File: src/rtl/seg_disp_sched.sv
// seg_disp_sched
// Shares the six-digit seven-segment display between three requesters.
// A round-robin arbiter picks one source and locks it for at least HOLD_MAX
// cycles. The granted source's value, sign and decimal-point mask are then
// registered onto the data_trans / hc595_ctrl datapath inputs. Values above
// 999_999 are clamped. The last shown value is kept while nobody requests.
//
// Ports
//   clk                 system clock (50 MHz)
//   rst_n               asynchronous active-low reset
//   req[2:0]            level-sensitive requests, bit i = requester i
//   data0/1/2[19:0]     unsigned value of each requester
//   sign0/1/2           1 = show minus sign
//   point0/1/2[5:0]     decimal-point mask of each requester
//   gnt[2:0]            one-hot grant, 3'b000 when idle
//   data[19:0]          saturated value to data_trans (0..999_999)
//   sign                sign to data_trans
//   point[5:0]          point mask to data_trans
//   busy                1 while any grant is active
module seg_disp_sched #(
  parameter logic [24:0] HOLD_MAX = 25'd25_000_000
) (
  input  logic        clk,
  input  logic        rst_n,
  input  logic [2:0]  req,
  input  logic [19:0] data0,
  input  logic [19:0] data1,
  input  logic [19:0] data2,
  input  logic        sign0,
  input  logic        sign1,
  input  logic        sign2,
  input  logic [5:0]  point0,
  input  logic [5:0]  point1,
  input  logic [5:0]  point2,
  output logic [2:0]  gnt,
  output logic [19:0] data,
  output logic        sign,
  output logic [5:0]  point,
  output logic        busy
);

  localparam logic [19:0] DISP_MAX = 20'd999_999;

  typedef enum logic [1:0] {
    ST_IDLE = 2'd0,
    ST_HOLD = 2'd1,
    ST_OPEN = 2'd2
  } state_t;

  state_t      r_state;
  logic [2:0]  r_gnt;
  logic [1:0]  r_last;
  logic [24:0] r_cnt;
  logic        r_busy;
  logic [19:0] r_data;
  logic        r_sign;
  logic [5:0]  r_point;

  logic [1:0]  w_pick_all;
  logic [1:0]  w_pick_oth;
  logic [2:0]  w_req_oth;
  logic [19:0] w_sel_data;
  logic        w_sel_sign;
  logic [5:0]  w_sel_point;
  logic [19:0] w_sat_data;

  // First set bit scanning last+1, last+2, last+3 (mod 3). Scanning in reverse
  // and overwriting lets the earliest position in the order win.
  function automatic logic [1:0] rr_pick(input logic [2:0] req_v, input logic [1:0] last);
    logic [2:0] s;
    logic [1:0] cand;
    rr_pick = 2'd0;
    for (int i = 3; i >= 1; i--) begin
      s = {1'b0, last} + 3'(i);
      if (s >= 3'd3) begin
        cand = 2'(s - 3'd3);
      end else begin
        cand = s[1:0];
      end
      if (req_v[cand]) begin
        rr_pick = cand;
      end else begin
        rr_pick = rr_pick;
      end
    end
  endfunction

  function automatic logic [2:0] onehot(input logic [1:0] idx);
    onehot = 3'b001 << idx;
  endfunction

  // In OPEN the current owner equals r_last, so masking it out leaves the
  // other requesters in round-robin order.
  assign w_req_oth  = req & ~r_gnt;
  assign w_pick_all = rr_pick(req, r_last);
  assign w_pick_oth = rr_pick(w_req_oth, r_last);

  // Source mux driven by the registered grant: outputs lag gnt by one cycle.
  always_comb begin
    w_sel_data  = 20'd0;
    w_sel_sign  = 1'b0;
    w_sel_point = 6'd0;
    case (r_gnt)
      3'b001: begin
        w_sel_data  = data0;
        w_sel_sign  = sign0;
        w_sel_point = point0;
      end
      3'b010: begin
        w_sel_data  = data1;
        w_sel_sign  = sign1;
        w_sel_point = point1;
      end
      3'b100: begin
        w_sel_data  = data2;
        w_sel_sign  = sign2;
        w_sel_point = point2;
      end
      default: begin
        w_sel_data  = 20'd0;
        w_sel_sign  = 1'b0;
        w_sel_point = 6'd0;
      end
    endcase
  end

  assign w_sat_data = (w_sel_data > DISP_MAX) ? DISP_MAX : w_sel_data;

  // Arbitration FSM: grant, dwell counter, round-robin pointer and busy.
  always_ff @(posedge clk or negedge rst_n) begin
    if (!rst_n) begin
      r_state <= ST_IDLE;
      r_gnt   <= 3'b000;
      r_last  <= 2'd2;
      r_cnt   <= 25'd0;
      r_busy  <= 1'b0;
    end else begin
      case (r_state)
        ST_IDLE: begin
          if (req != 3'b000) begin
            r_gnt   <= onehot(w_pick_all);
            r_last  <= w_pick_all;
            r_cnt   <= 25'd0;
            r_busy  <= 1'b1;
            r_state <= ST_HOLD;
          end else begin
            r_gnt  <= 3'b000;
            r_busy <= 1'b0;
          end
        end
        ST_HOLD: begin
          // Counter saturates at HOLD_MAX-1 and stays there through OPEN.
          if (r_cnt == HOLD_MAX - 25'd1) begin
            r_state <= ST_OPEN;
          end else begin
            r_cnt <= r_cnt + 25'd1;
          end
        end
        ST_OPEN: begin
          if (w_req_oth != 3'b000) begin
            r_gnt   <= onehot(w_pick_oth);
            r_last  <= w_pick_oth;
            r_cnt   <= 25'd0;
            r_busy  <= 1'b1;
            r_state <= ST_HOLD;
          end else if ((req & r_gnt) != 3'b000) begin
            r_state <= ST_OPEN;
          end else begin
            r_gnt   <= 3'b000;
            r_busy  <= 1'b0;
            r_state <= ST_IDLE;
          end
        end
        default: begin
          r_gnt   <= 3'b000;
          r_busy  <= 1'b0;
          r_cnt   <= 25'd0;
          r_state <= ST_IDLE;
        end
      endcase
    end
  end

  // Display datapath: track the granted source live, freeze when idle.
  always_ff @(posedge clk or negedge rst_n) begin
    if (!rst_n) begin
      r_data  <= 20'd0;
      r_sign  <= 1'b0;
      r_point <= 6'd0;
    end else if (r_gnt != 3'b000) begin
      r_data  <= w_sat_data;
      r_sign  <= w_sel_sign;
      r_point <= w_sel_point;
    end else begin
      r_data  <= r_data;
      r_sign  <= r_sign;
      r_point <= r_point;
    end
  end

  assign gnt   = r_gnt;
  assign busy  = r_busy;
  assign data  = r_data;
  assign sign  = r_sign;
  assign point = r_point;

endmodule

File: config.mk
export PLATFORM = sky130hd
export DESIGN_NAME = seg_disp_sched
export DESIGN_NICKNAME = d
export VERILOG_FILES = /design/src/rtl/seg_disp_sched.sv
export SDC_FILE = /design/constraint.sdc
export NUM_CORES = 1
export LEC_CHECK = 0
export ABC_CLOCK_PERIOD_IN_PS = 5900
export BUFFER_PORTS_ARGS = -buffer_cell sky130_fd_sc_hd__buf_2
export CORE_MARGIN = 2
export CORE_UTILIZATION = 50
export DETAILED_ROUTE_END_ITERATION = 8
export GPL_TIMING_DRIVEN = 0
export PLACE_DENSITY = 0.79
export REMOVE_ABC_BUFFERS = 1
export SLEW_MARGIN = 30
export SYNTH_ARGS = -nofsm -noshare
export SYNTH_HDL_FRONTEND = slang
export SYNTH_SLANG_ARGS = --single-unit
File: constraint.sdc
create_clock -name clk -period 5.9 [get_ports clk]
set_clock_uncertainty 0.15 [all_clocks]
set_input_delay 0.59 -clock clk [delete_from_list [all_inputs] [get_ports clk]]
set_output_delay 0.59 -clock clk [all_outputs]
set_load 0.05 [all_outputs]
# After elaboration in Yosys (flattened, before gate mapping)
# Cells that the tools add are included.
# totals
reg_bits,60
in_bits,86
wordCells,94
# op_classes
n_reduce_logical,10
n_eq_ne,11
mux,45
n_lt_le_gt_ge,7
bitwise_logic,4
addsub,7
shift,2
# op_table
operator,n
two-way mux 25 bit,3
case mux 25 bit (3 select lines),1
case mux 20 bit (3 select lines),1
two-way mux 2 bit,15
"adder 25 x 1 -> 25 bit, second input constant",1
"== test 25 bit, second input constant",1
"greater-than comparator 20 bit, second input constant",1
two-way mux 20 bit,1
case mux 6 bit (3 select lines),1
binary-select mux 1 bit (select 2 bit),6
nonzero test 3 bit,4
"greater-or-equal comparator 3 x 2 -> 1 bit, second input constant",3
"< comparator 2 x 3 -> 1 bit, second input constant",3
two-way mux 1 bit,9
two-way mux 3 bit,3
case mux 3 bit (3 select lines),1
"!= test 2 bit, second input constant",4
"adder 2 x 2 -> 3 bit, second input constant",2
bitwise AND 3 bit,2
case mux 1 bit (3 select lines),2
case mux 2 bit (3 select lines),1
AND reduction 3 bit,2
"<< shifter 1 x 2 -> 3 bit, first input constant",2
"subtractor 2 bit, second input constant",3
13 further kinds,14

# Longest topological paths before layout
# depth
word_depth,11
mapped_depth,9
depth_no_buf,8

# Worst setup path before layout
# Ideal clock, no wire load.
# synth_path
path_type,register to register
startpoint,"register r_gnt[2], in the netlist gnt[2]"
endpoint,"register r_data[10], in the netlist data[10]"
required_time_ns,5.625
setup_time_ns,0.125
path_buffers,2
stages_incl_launch_ff,9
slack_ns,3.484
synth_period_minus_slack_ns,2.416
t_arrival_ns,2.140
path_cell_list,dfrtp_1 -> nor2b_1 -> buf_2 -> buf_2 -> a22oi_1 -> a2bb2oi_1 -> a311oi_1 -> o31a_2 -> o21ai_1
# synth_via
elab_chain_len,4
elab_cells_between_ends,7
classes_between,order compare (1); eq/ne (3); mux (2); reduce/logical (1)
# synth_rtl
item,line_no,text
start: declaration,51,logic [2:0] r_gnt;
start signal: assignment,141,r_gnt <= onehot(w_pick_all);
start signal: assignment,161,r_gnt <= onehot(w_pick_oth);
== test 3 bit (tied with other cells),103,case (r_gnt)
case mux 20 bit (3 select lines),103,
greater-than comparator 20 bit,127,assign w_sat_data = (w_sel_data > DISP_MAX) ? DISP_MAX : w_sel_data;
two-way mux 20 bit,127,
end signal: assignment,191,r_data <= w_sat_data;
end signal: assignment,195,r_data <= r_data;
end: declaration,55,logic [19:0] r_data;
# Several ways; a longest one is shown, not always the timed one.
# A chain may end at the register's enable or synchronous reset.

# Worst setup path in the final report
# layout_path
startpoint,"register r_gnt[1], in the netlist gnt[1]"
endpoint,"register r_data[10], in the netlist data[10]"
# Same word-level chain as after synthesis.

==> impl_metrics.py <==
metrics = {
    "route": {
        "ant_nets": 0,
        "drt-initial-drc-count": 196,
        "viasPerCell": 5.74,
        "wl_mm": 9.61,
        "routedWlPerCell_um": 15.6,
        "vias": 3530,
        "first_pass_iters": 5,
        "drc": 0,
    },
    "sta": {
        "rsz0062_at_grt": "no",
        "drv_slew": 0,
        "max_freq_ghz": 0.300,
        "setup_viol": 0,
        "finalSetupTns_ns": 0,
        "fin_crit_sh_pct": 56.6,
        "maxSlewHeadroom_pct": 36.0,
        "min_period_ns": 3.34,
        "worst_pin_slew_ns": 0.961,
        "hold_viol_final": 0,
    },
    "floorplanning": {
        "placementRows": 30,
        "dieWidth_um": 88.8,
        "core_area_um2": 6870,
        "ios": 117,
        "initial_utilization_pct": 52.4,
        "die_h_um": 88.8,
        "die_area_um2": 7890,
    },
    "cts": {
        "htree_num_levels": 3,
        "clk-insertion-delay-late_ns": 0.34,
        "cts_resized": 0,
        "post-cts-setup-buffers": 0,
        "root_buffer": "clkbuf_8",
        "cts_buffer_depth": 2,
        "cts_tree": "yes",
        "hold_buffers": 0,
        "cts_inserted_buffers": 9,
        "clock_sinks": 60,
        "clkTransAtPathRegs_ns": 0.07,
    },
    "setup_path": {
        "crit_path_end_kind": "register",
        "r2r_cells": 6,
        "cp.required_ns": 5.97,
        "worstPathMaxFanout": 25,
        "max_stage_delay_ns": 0.98,
        "path_buf_inv": 0,
        "rr_endpoint": "data[10]",
        "r2r_setup_slack_ns": 2.56,
        "rr_startpoint": "gnt[1]",
        "crit_path_start_kind": "register",
        "arrival_ns": 3.41,
        "worstSetupPathType": "reg -> reg",
        "crit_slowest_cell": "dfrtp_1",
        "crit_chain": "nor2b_2 > a22oi_1 > a2bb2oi_1 > a311oi_1 > o31a_2 > o21ai_1",
        "critical-path-top-delay-family": "compound AO/OA/AOI/OAI gates",
    },
    "global_routing": {
        "grt_overflow_total": 0,
        "grt_max_degree": 61,
        "antenna_found_initial": 0,
        "grt_pass1_wl_mm": 15.0,
        "grt_pass1_vias": 3321,
        "grt_usage_pct": 24.6,
    },
    "yosys": {
        "syn_avg_cell_area_um2": 8.76,
        "synth_top_area_share_pct": 41.0,
        "synthArstFlopShare_pct": 100,
        "seq_area_frac_synth_pct": 41.8,
        "synthTopCellsByCount": "dfrtp_1, nand2_1, a21oi_1",
        "yosys_most_used_dff": "dfrtp_1",
        "synth_edf_count": 0,
        "ys_ff_latch": 60,
        "ys_top_cells_by_area": "dfrtp_1, a21oi_1, nand2_1, nor2_1, mux2i_1",
        "yosysUniqueCellTypes": 60,
        "synth_warnings": 0,
        "synth.largest_area_cell": "dfrtp_1",
        "yosysMostFrequentCell": "dfrtp_1",
        "netlist_area_um2": 3600,
        "syn_inst": 411,
    },
    "finish": {
        "multi_input_area_um2": 1930,
        "diodes": 0,
        "nNetsFinal": 604,
        "nFillCells": 616,
        "syn2layout_area_growth_pct": 22.1,
        "drive_above_1_share_pct": 30.1,
        "seq_area_um2": 1510,
    },
    "power_and_ir_drop": {
        "leakagePower_nw": 2.07,
        "power_mw": 2.21,
        "peakVddDrop_uv": 216,
        "power_per_cell_area_nw_per_um2": 503,
    },
    "run": {
        "max_cap_violations": 0,
    },
    "placed_design": {
        "hpwl_mm": 6.91,
        "globalplace.congestion": 0.888,
        "port-buffer-count": 116,
    },
    "status": {
        "run_status": "completed",
    },
    "worst_hold_path": {
        "hp-class": "in -> async",
    },
}
==> power breakdown <==
group	switching (mW)	internal (mW)
clock	0.173	0.197
sequential	0.157	0.538
combinational	0.769	0.375
==> final cells by class <==
| type | instances | area share (%) |
|---|---|---|
| tap | 96 | 2.73 |
| inverter | 11 | 0.940 |
| multi-input combinational | 315 | 44.0 |
| timing repair buffer | 117 | 13.5 |
| sequential | 60 | 34.3 |
| clock inverter | 7 | 1.74 |
| clock buffer | 9 | 2.82 |
==> registers in the layout (all words and copies together), names as in the netlist <==
signal / count
r_last: 2
sign: 1
busy: 1
r_cnt: 25
data: 20
gnt: 3
point: 6
r_state: 2
==> logic make-up after synthesis <==
group / share of synthesized area, %
fa+ha+maj: 1.39
buf+inv: 4.87
simple gates: 22.6
xor+xnor: 1.70
mux: 3.37
flops: 41.8
compound gates: 24.3
==> layer usage <==
metal | vias up | routed length [um] | track usage (%)
met3 | 14 | 731 | 7.18
met1 | 1692 | 4070 | 30.4
met4 | 0 | 127 | 7.30
li1 | 1707 | - | -
met2 | 117 | 4680 | 41.7
met5 | - | 0 | 0
==> placed cells by master (no fill, tap or decap), drive strengths merged, types with 2 or more instances in the layout <==
master	netlist	routed
a2bb2oi	12	12
and2	5	5
o31ai	3	3
a2111oi	2	2
nand4	5	5
o211ai	8	8
clkbuf	7	9
or4	4	4
nand2	47	47
a211oi	4	4
a22oi	13	13
a211o	2	2
xnor2	2	2
xor2	5	5
buf	18	117
nand2b	7	7
a21o	4	4
dfrtp	59	59
nor2b	2	2
clkinvlp	0	2
inv	11	12
nor3	6	6
mux2i	11	11
a21oi	45	45
or3	14	14
and3	7	7
clkinv	0	3
nand3	22	22
o21ai	30	30
ha	4	4
nor2	35	35
nor4	3	3
==> how the worst max path moves through the flow <==
stage	startpoint	end	slack [ns]	depth (start not counted)
global placement	gnt[2]	data[10]	2.26	6
CTS	gnt[2]	data[10]	2.47	6
finish	gnt[1]	data[10]	2.56	6
floorplan	gnt[1]	data[10]	2.71	6
global route	gnt[1]	data[10]	2.36	6
detailed placement	gnt[2]	data[8]	2.49	6
==> per-stage QoR <==
step | std cells | hold WS [ns] | instance area (um^2) | util [%] | setup WS, ns
after global routing | 615 | 0.212 | 4390 | 64.0 | 2.36
final | 615 | 0.171 | 4390 | 64.0 | 2.56
after CTS | 614 | 0.185 | 4380 | 63.8 | 2.47
after floorplan | 386 | 0.144 | 3460 | - | 2.71
after global placement | 598 | 0.308 | 4170 | 60.6 | 2.26
after detailed placement | 598 | 0.317 | 4180 | 60.8 | 2.49
Power figures use the tool's default switching activity.
